==> src/rtl/fwd_hazard_ctrl_if.sv <==
`default_nettype none
// ============================================================================
//  Module   : fwd_hazard_ctrl_if
//  Brief    : Pipeline-side bundle between the ID/EX/MEM stages and the
//             forwarding + hazard controller. The pipeline is the master and
//             drives the source/producer information; the controller is
//             the slave and returns operand selects and pipe controls.
//  Revision : 1.0  initial release
// ============================================================================
interface fwd_hazard_ctrl_if #(
  parameter int REG_AW  = 5,
  parameter int NUM_SRC = 2
);
  logic [NUM_SRC*REG_AW-1:0] id_src_i;
  logic [NUM_SRC-1:0]        id_src_vld_i;
  logic                      flush_i;
  logic [REG_AW-1:0]         ex_wreg_i;
  logic                      ex_regw_i;
  logic                      ex_memread_i;
  logic                      ex_mul_i;
  logic [REG_AW-1:0]         mem_wreg_i;
  logic                      mem_regw_i;
  logic [2*NUM_SRC-1:0]      fwd_sel_o;
  logic                      stall_o;
  logic                      bubble_o;
  logic                      ex_hold_o;
  logic                      mul_busy_o;

  modport master (
    output id_src_i, id_src_vld_i, flush_i,
    output ex_wreg_i, ex_regw_i, ex_memread_i, ex_mul_i,
    output mem_wreg_i, mem_regw_i,
    input  fwd_sel_o, stall_o, bubble_o, ex_hold_o, mul_busy_o
  );

  modport slave (
    input  id_src_i, id_src_vld_i, flush_i,
    input  ex_wreg_i, ex_regw_i, ex_memread_i, ex_mul_i,
    input  mem_wreg_i, mem_regw_i,
    output fwd_sel_o, stall_o, bubble_o, ex_hold_o, mul_busy_o
  );
endinterface
`default_nettype wire

==> src/rtl/fwd_hazard_ctrl.sv <==
`default_nettype none
// ============================================================================
//  Module   : fwd_hazard_ctrl
//  Brief    : Forwarding + hazard controller for the 5-stage pipeline.
//             ID sources are compared against the EX and MEM producers one
//             cycle early and the resulting selects are registered into EX.
//             Load-use hazards stall IF/ID and bubble ID/EX; a multi-cycle
//             multiply holds ID/EX and EX for MUL_LAT-1 cycles.
//  Revision : 1.0  initial release
// ============================================================================
module fwd_hazard_ctrl #(
  parameter int REG_AW  = 5,
  parameter int NUM_SRC = 2,
  parameter int MUL_LAT = 4
) (
  input  logic              clk_i,
  input  logic              rst_i,
  fwd_hazard_ctrl_if.slave  bus
);

  localparam int                CNT_W  = $clog2(MUL_LAT) + 1;
  localparam logic [CNT_W-1:0]  LAST   = CNT_W'(MUL_LAT - 1);
  localparam logic              MUL_EN = (MUL_LAT > 1);

  typedef enum logic [0:0] {
    RUN      = 1'b0,
    MUL_WAIT = 1'b1
  } state_t;

  state_t               state;
  logic [CNT_W-1:0]     cnt;
  logic [2*NUM_SRC-1:0] fwd_sel;

  logic [NUM_SRC-1:0]   match_ex;
  logic [NUM_SRC-1:0]   match_mem;
  logic [2*NUM_SRC-1:0] next_sel;

  logic mul_start;
  logic load_use;
  logic wait_hold;

  // Per-source producer compare; register 0 is hard-wired and never forwarded.
  // EX wins over MEM because it holds the younger value. A squashed ID
  // instruction needs no forwarding, so its selects collapse to regfile.
  for (genvar k = 0; k < NUM_SRC; k++) begin : g_src
    logic [REG_AW-1:0] src;
    assign src = bus.id_src_i[k*REG_AW +: REG_AW];

    assign match_ex[k]  = bus.id_src_vld_i[k] & bus.ex_regw_i &
                          (bus.ex_wreg_i != '0) & (bus.ex_wreg_i == src);
    assign match_mem[k] = bus.id_src_vld_i[k] & bus.mem_regw_i &
                          (bus.mem_wreg_i != '0) & (bus.mem_wreg_i == src);

    assign next_sel[2*k +: 2] = bus.flush_i  ? 2'b00 :
                                match_ex[k]  ? 2'b01 :
                                match_mem[k] ? 2'b10 : 2'b00;
  end

  // Hazard decode from current state and stage contents; the multiply hold
  // takes priority, so a load-use bubble can never coincide with a hold.
  always_comb begin
    mul_start = (state == RUN) & bus.ex_mul_i & MUL_EN;
    load_use  = (state == RUN) & ~bus.flush_i & bus.ex_memread_i & (|match_ex);
    wait_hold = (state == MUL_WAIT) & (cnt < LAST);
  end

  assign bus.ex_hold_o  = mul_start | wait_hold;
  assign bus.bubble_o   = load_use & ~mul_start;
  assign bus.stall_o    = bus.ex_hold_o | bus.bubble_o;
  assign bus.mul_busy_o = (state == MUL_WAIT);
  assign bus.fwd_sel_o  = fwd_sel;

  // Multiply-hold sequencer and registered EX operand selects.
  always_ff @(posedge clk_i) begin
    if (!rst_i) begin
      state   <= RUN;
      cnt     <= '0;
      fwd_sel <= '0;
    end else begin
      case (state)
        RUN: begin
          if (mul_start) begin
            // Selects stay put: the multiply keeps its operands while held.
            cnt   <= CNT_W'(1);
            state <= MUL_WAIT;
          end else if (load_use) begin
            // ID is re-evaluated next cycle once the load sits in MEM.
            fwd_sel <= '0;
          end else begin
            fwd_sel <= next_sel;
          end
        end
        MUL_WAIT: begin
          if (cnt < LAST) begin
            cnt <= cnt + CNT_W'(1);
          end else begin
            fwd_sel <= next_sel;
            cnt     <= '0;
            state   <= RUN;
          end
        end
        default: begin
          state <= RUN;
          cnt   <= '0;
        end
      endcase
    end
  end

endmodule
`default_nettype wire

==> src/flat_wrapper.sv <==
// flat-port wrapper written by rule: the top's interface ports become plain ports
module fwd_hazard_ctrl_flat 
#(
  parameter int REG_AW  = 5,
  parameter int NUM_SRC = 2,
  parameter int MUL_LAT = 4
)
  (clk_i, rst_i, bus_id_src_i, bus_id_src_vld_i, bus_flush_i, bus_ex_wreg_i, bus_ex_regw_i, bus_ex_memread_i, bus_ex_mul_i, bus_mem_wreg_i, bus_mem_regw_i, bus_fwd_sel_o, bus_stall_o, bus_bubble_o, bus_ex_hold_o, bus_mul_busy_o);
  fwd_hazard_ctrl_if #(.REG_AW(REG_AW), .NUM_SRC(NUM_SRC)) bus_i ();
  input  logic clk_i;
  input  logic rst_i;
  input wire logic [$bits(bus_i.id_src_i)-1:0] bus_id_src_i;
  input wire logic [$bits(bus_i.id_src_vld_i)-1:0] bus_id_src_vld_i;
  input wire logic [$bits(bus_i.flush_i)-1:0] bus_flush_i;
  input wire logic [$bits(bus_i.ex_wreg_i)-1:0] bus_ex_wreg_i;
  input wire logic [$bits(bus_i.ex_regw_i)-1:0] bus_ex_regw_i;
  input wire logic [$bits(bus_i.ex_memread_i)-1:0] bus_ex_memread_i;
  input wire logic [$bits(bus_i.ex_mul_i)-1:0] bus_ex_mul_i;
  input wire logic [$bits(bus_i.mem_wreg_i)-1:0] bus_mem_wreg_i;
  input wire logic [$bits(bus_i.mem_regw_i)-1:0] bus_mem_regw_i;
  output wire logic [$bits(bus_i.fwd_sel_o)-1:0] bus_fwd_sel_o;
  output wire logic [$bits(bus_i.stall_o)-1:0] bus_stall_o;
  output wire logic [$bits(bus_i.bubble_o)-1:0] bus_bubble_o;
  output wire logic [$bits(bus_i.ex_hold_o)-1:0] bus_ex_hold_o;
  output wire logic [$bits(bus_i.mul_busy_o)-1:0] bus_mul_busy_o;
  assign bus_i.id_src_i = bus_id_src_i;
  assign bus_i.id_src_vld_i = bus_id_src_vld_i;
  assign bus_i.flush_i = bus_flush_i;
  assign bus_i.ex_wreg_i = bus_ex_wreg_i;
  assign bus_i.ex_regw_i = bus_ex_regw_i;
  assign bus_i.ex_memread_i = bus_ex_memread_i;
  assign bus_i.ex_mul_i = bus_ex_mul_i;
  assign bus_i.mem_wreg_i = bus_mem_wreg_i;
  assign bus_i.mem_regw_i = bus_mem_regw_i;
  assign bus_fwd_sel_o = bus_i.fwd_sel_o;
  assign bus_stall_o = bus_i.stall_o;
  assign bus_bubble_o = bus_i.bubble_o;
  assign bus_ex_hold_o = bus_i.ex_hold_o;
  assign bus_mul_busy_o = bus_i.mul_busy_o;
  fwd_hazard_ctrl #(.REG_AW(REG_AW), .NUM_SRC(NUM_SRC), .MUL_LAT(MUL_LAT)) u_core (.clk_i(clk_i), .rst_i(rst_i), .bus(bus_i));
endmodule
==> config.mk <==
export PLATFORM = sky130hd
export DESIGN_NAME = fwd_hazard_ctrl_flat
export DESIGN_NICKNAME = d
export VERILOG_FILES = /design/src/rtl/fwd_hazard_ctrl_if.sv /design/src/rtl/fwd_hazard_ctrl.sv /design/src/flat_wrapper.sv
export SDC_FILE = /design/constraint.sdc
export NUM_CORES = 1
export LEC_CHECK = 0
export CAP_MARGIN = 25
export CELL_PAD_IN_SITES_DETAIL_PLACEMENT = 1
export CELL_PAD_IN_SITES_GLOBAL_PLACEMENT = 2
export CORE_MARGIN = 2
export CORE_UTILIZATION = 18
export CTS_CLUSTER_DIAMETER = 30
export DETAILED_ROUTE_END_ITERATION = 16
export HOLD_SLACK_MARGIN = 0.08
export PLACE_DENSITY = 0.72
export SYNTH_ARGS = -nofsm -noshare
export SYNTH_HDL_FRONTEND = slang
export SYNTH_SLANG_ARGS = --single-unit
export TNS_END_PERCENT = 10
==> constraint.sdc <==
create_clock -name clk_i -period 1.6 [get_ports clk_i]
set_clock_uncertainty 0.15 [all_clocks]
set_input_delay 0.24 -clock clk_i [delete_from_list [all_inputs] [get_ports clk_i]]
set_output_delay 0.24 -clock clk_i [all_outputs]
set_load 0.02 [all_outputs]
## Word level (Yosys, flattened, before mapping)

Cells that the tools add are included.

| word-level totals | value |
|---|---|
| logic and storage cells | 55 |
| register bits | 8 |
| input port bits | 29 |
| output and inout bits | 8 |

| cells by class | value |
|---|---|
| reduce and logical (&&, ||, !) cells | 4 |
| add/subtract/negate cells | 1 |
| eq/ne operators | 7 |
| order comparisons | 1 |
| bitwise operators | 23 |
| muxes and demuxes | 16 |

Operator list:

| operator | count |
|---|---|
| equality test 5 bit | 4 |
| AND 1 bit | 18 |
| 2-to-1 mux 2 bit | 6 |
| 2-to-1 mux 4 bit | 3 |
| nonzero test 5 bit | 2 |
| one-hot mux 4 bit (2 select lines) | 1 |
| 2-to-1 mux 3 bit | 2 |
| one-hot mux 3 bit (2 select lines) | 1 |
| != test 2 bit (second input constant) | 2 |
| adder 3 x 1 -> 3 bit (second input constant) | 1 |
| less-than comparator 3 x 2 -> 1 bit (second input constant) | 1 |
| NOT 1 bit | 3 |
| 2-to-1 mux 1 bit | 2 |
| != test 2 x 1 -> 1 bit (second input constant) | 1 |
| bitwise OR 1 bit | 2 |
| one-hot mux 1 bit (2 select lines) | 1 |
| AND reduction 2 bit | 1 |
| OR reduction 2 bit | 1 |

## Logic depth before layout (Yosys ltp)

| depth | value |
|---|---|
| depth in word-level cells | 9 |
| depth in mapped cells | 6 |
| mapped depth without buffers | 6 |

## Worst setup path after synthesis

OpenSTA, ideal clock, no wires.

| timing path | value |
|---|---|
| path kind | register to output |
| start | reg u_core.state, in the netlist u_core.bus.mul_busy_o |
| end | out bus_bubble_o |
| arrival | 1,333 ps |
| required time | 1,210 ps |
| slack | -123 ps |
| buffers on the path | 0 |
| stages on the path, launching flop included | 4 |
| path through | dfxtp_1 -> nor3b_1 -> o21ai_1 -> nor2_1 |

| on the way | value |
|---|---|
| longest elaborated chain between the ends | 5 |
| elaborated cells on any way between the ends | 7 |

Ends and longest elaborated chain:

| element | line | source |
|---|---|---|
| start, declared | fwd_hazard_ctrl.sv:30 | `state_t state;` |
| start signal, assigned | fwd_hazard_ctrl.sv:76 | `state <= RUN;` |
| start signal, assigned | fwd_hazard_ctrl.sv:85 | `state <= MUL_WAIT;` |
| start signal, assigned | fwd_hazard_ctrl.sv:99 | `state <= RUN;` |
| NOT 1 bit * | fwd_hazard_ctrl.sv:62, fwd_hazard_ctrl.sv:63 |  |
| AND 1 bit (3 in series) | fwd_hazard_ctrl.sv:63 | `load_use = (state == RUN) & ~bus.flush_i & bus.ex_memread_i & (\|match_ex);` |
| AND 1 bit * | fwd_hazard_ctrl.sv:68 | `assign bus.bubble_o = load_use & ~mul_start;` |
| end, declared | flat_wrapper.sv:23 | `output wire logic [$bits(bus_i.bubble_o)-1:0] bus_bubble_o;` |

Mark *: on every way between the ends. The rest lies on a longest branch, timed or not.

## Worst setup path in the final report

| timing path | value |
|---|---|
| start | in bus_ex_wreg_i[1] |
| end | out bus_stall_o |

| on the way | value |
|---|---|
| longest elaborated chain between the ends | 7 |
| elaborated cells on any way between the ends | 11 |

Ends and longest elaborated chain:

| element | line | source |
|---|---|---|
| start, declared | flat_wrapper.sv:15 | `input wire logic [$bits(bus_i.ex_wreg_i)-1:0] bus_ex_wreg_i;` |
| nonzero test 5 bit | fwd_hazard_ctrl.sv:50 | `(bus.ex_wreg_i != '0) & (bus.ex_wreg_i == src);` |
| AND 1 bit | fwd_hazard_ctrl.sv:49 | `assign match_ex[k] = bus.id_src_vld_i[k] & bus.ex_regw_i &` |
| AND 1 bit | fwd_hazard_ctrl.sv:50 |  |
| OR reduction 2 bit * | fwd_hazard_ctrl.sv:63 |  |
| AND 1 bit * | fwd_hazard_ctrl.sv:63 |  |
| AND 1 bit * | fwd_hazard_ctrl.sv:68 |  |
| bitwise OR 1 bit * | fwd_hazard_ctrl.sv:69 | `assign bus.stall_o = bus.ex_hold_o \| bus.bubble_o;` |
| end, declared | flat_wrapper.sv:22 | `output wire logic [$bits(bus_i.stall_o)-1:0] bus_stall_o;` |

Marks and branches as above.

==> flow_metrics.tcl <==
set metrics [dict create \
    hold_start "u_core.bus.fwd_sel_o[1]" \
    syn_area_um2 641 \
    endpoint_kind "output pin" \
    syn_nets 104 \
    slowest_delay_ps 530 \
    critical_path.top_delay_family "simple AND/OR/NAND/NOR gates" \
    setup_viol 4 \
    fin_area_um2 1380 \
    yosysUniqueCellTypes 24 \
    start_util 0.189 \
    rsz0062_at_grt "true" \
    dp_hpwl_um 2300 \
    grt_use_total 0.135 \
    synthArstFlopShare 0 \
    synth.top_cell.area_share 0.250 \
    ys_seq_area_frac 0.250 \
    rrSetupSlack_ps 20 \
    final_cell_count_no_fill 191 \
    ys_warn_count 0 \
    ys_seq_elements 8 \
    die_width_um 63.7 \
    worstPathRequired_ps 1210 \
    cts.sinks 8 \
    post-route-period-util 1.20 \
    drt_iter0_markers 11 \
    cpMostUsedCell "buf_6" \
    max_freq_mhz 519 \
    startpoint_type "input port" \
    violations "negative setup slack" \
    hold_path_depth 1 \
    worst-path-max-fanout 2 \
    grt_overflow 0 \
    ys_top_cells_by_count "xnor2_1 (12), dfxtp_1 (8), xor2_1 (8)" \
    path_cells "buf_6 -> or4_4 -> o21ai_4 -> nor3_4 -> o21ai_2 -> nand2_1 -> buf_6" \
    antenna_found_initial 0 \
    grt_max_degree 7 \
    critPathBufInv 2 \
    grt_pass1_vias 990 \
    synth_edf_count 0 \
    period_minus_slack_ps 1930 \
    power_density_nw_per_um2 480 \
    drcViolationCount 0 \
    rr_endpoint "u_core.bus.fwd_sel_o[3]" \
    tightestPinTransition_ps 304 \
    die_height_um 63.7 \
    via_per_inst 4.25 \
    tritoncts "built" \
    yosys-top-cells-area "dfxtp_1 (25%), xnor2_1 (16%), xor2_1 (11%)" \
    status "finished, violations left" \
    dp.cells 188 \
    gp_congestion 0.736 \
    worst_slack_ps -326 \
    post_dp_cell_area_um2 1300 \
    yosysMostFrequentCell "xnor2_1" \
    holdPathEnd "u_core.bus.fwd_sel_o[1]" \
    cp_slowest_cell "or4_4" \
    final_max_slew_viol_count 0 \
    dp_slack_ps -1100 \
    p_leak_nw 0.667 \
    layout.nets 177 \
    drive_above_1_share 0.393 \
    cts_buffer_depth 2 \
    port_buffers 36 \
    synth_ff_type "dfxtp_1" \
    cts_buffers 3 \
    syn_inst 74 \
    core_area_um2 3390 \
    cts-root-buf "clkbuf_4" \
    worstHoldPathType "reg2reg" \
    wl_um 2500 \
    ios 37 \
    wl_per_cell_um 13.1 \
    clk_latency_ps 240 \
    num_rows 21 \
    grt_pass1_wl_um 4320 \
    cts_hold_buf 0 \
    ir_drop_mv 0.188 \
    postRouteAntennaNets 0 \
    area.growth.synth_to_final_pct 115 \
    diodes 0 \
    avgSynthCellArea_um2 8.66 \
    ctsHtreeMaxLevel 1 \
    clkTransAtPathRegs_ps 60 \
    num_vias 811 \
    r2r-start "u_core.cnt[0]" \
    crit_type "in2out" \
    hold_viol 0 \
    maxCapViolCount 0 \
    rr_worst_depth 6 \
    firstDrtPassIters 2 \
    critPathArrivalTime_ps 1540 \
    slew-limit-headroom 0.797 \
    yosysTopAreaCell "dfxtp_1" \
    fp.dieArea_um2 4050 \
]
[placed cells by master, fill, tap and decap left out, types with 2 or more instances in the layout]
| cell | synthesis | final |
|---|---|---|
| dfxtp_1 | 8 | 7 |
| nand2_1 | 4 | 4 |
| dlygate4sd2_1 | 0 | 13 |
| and2_1 | 3 | 2 |
| buf_6 | 0 | 5 |
| xnor2_2 | 0 | 2 |
| clkdlybuf4s50_1 | 0 | 12 |
| a21o_1 | 2 | 2 |
| nor2b_1 | 4 | 4 |
| clkbuf_4 | 0 | 3 |
| nand4_1 | 4 | 4 |
| xnor2_1 | 12 | 10 |
| a2111oi_2 | 2 | 2 |
| nor2_1 | 6 | 5 |
| nor3_4 | 0 | 2 |
| buf_4 | 0 | 32 |
| dlymetal6s2s_1 | 0 | 4 |
| a22oi_1 | 4 | 4 |
| xor2_1 | 8 | 8 |
[through the flow]
| stage | power, W | hold slack, ps | util | TNS (ps) |
|---|---|---|---|---|
| 6_report | 0.000661 | 316 | 0.406 | -884 |
| 5_1_grt | 0.000708 | 352 | 0.406 | -1270 |
| 4_1_cts | 0.000659 | 322 | 0.391 | -1110 |
| 3_5_place_dp | 0.000511 | 303 | 0.385 | -5180 |
| 3_3_place_gp | 0.000499 | 314 | 0.385 | -4850 |
| 2_1_floorplan | 0.000312 | 212 | - | -370 |
[worst max path at each step]
stage               slack [ps]  depth (start not counted)           end             start
finish                    -330                          7   bus_stall_o  bus_ex_wreg_i[1]
global placement         -1070                          7   bus_stall_o  bus_ex_wreg_i[0]
CTS                       -350                          7  bus_bubble_o  bus_ex_wreg_i[3]
detailed placement       -1100                          7  bus_bubble_o  bus_ex_wreg_i[0]
floorplan                 -110                          5   bus_stall_o  bus_ex_wreg_i[0]
global route              -390                          8  bus_bubble_o  bus_ex_wreg_i[0]
[logic make-up (layout without fill, tap and decap cells)]
| kind of cell | Yosys count | count (layout) | share of synthesized area |
|---|---|---|---|
| compound gates | 13 | 13 | 0.170 |
| xor+xnor | 20 | 20 | 0.273 |
| fa+ha+maj | 1 | 1 | 0.0195 |
| buf+inv | 2 | 73 | 0.0117 |
| flops | 8 | 8 | 0.250 |
| simple gates | 30 | 30 | 0.275 |
[registers in the layout (all words and copies together), names as in the netlist]
register and cells:
u_core.bus.fwd_sel_o 4, u_core.bus.mul_busy_o 1, u_core.cnt 3
[where the power goes]
group          switching (W)  internal [W]
Clock              0.0000650     0.0000856
Combinational       0.000126      0.000173
Sequential        0.00000526      0.000206
[metal layers]
layer | track usage | routed length, um
met1 | 0.140 | 993
met4 | 0.0163 | 29
met5 | 0 | 0
met2 | 0.280 | 1330
met3 | 0.0232 | 150
[worst reg2reg max path, stage by stage, from the launching register on]
cell and delay, ps:
dfxtp_1 340, and2_4 150, o22a_1 170, buf_4 120, o21ai_1 100, a2111oi_2 370, a21o_1 120
[final cells by class]
type,count,area (um^2)
fillers,418,2010
repair buffers,68,596
multi-input cells,64,533
flip-flops and latches,8,161
well taps,46,57.6
clock buffers,3,22.5
inverters,2,7.51
[timing repair]
action / in CTS / in global routing
resized for setup: 48 / 15
endpoints found under the setup margin: 9 / 11
pin swaps: 9 / 9
buffers inserted: 0 / 0
cloned: 0 / 0
Power figures use the tool's default switching activity.
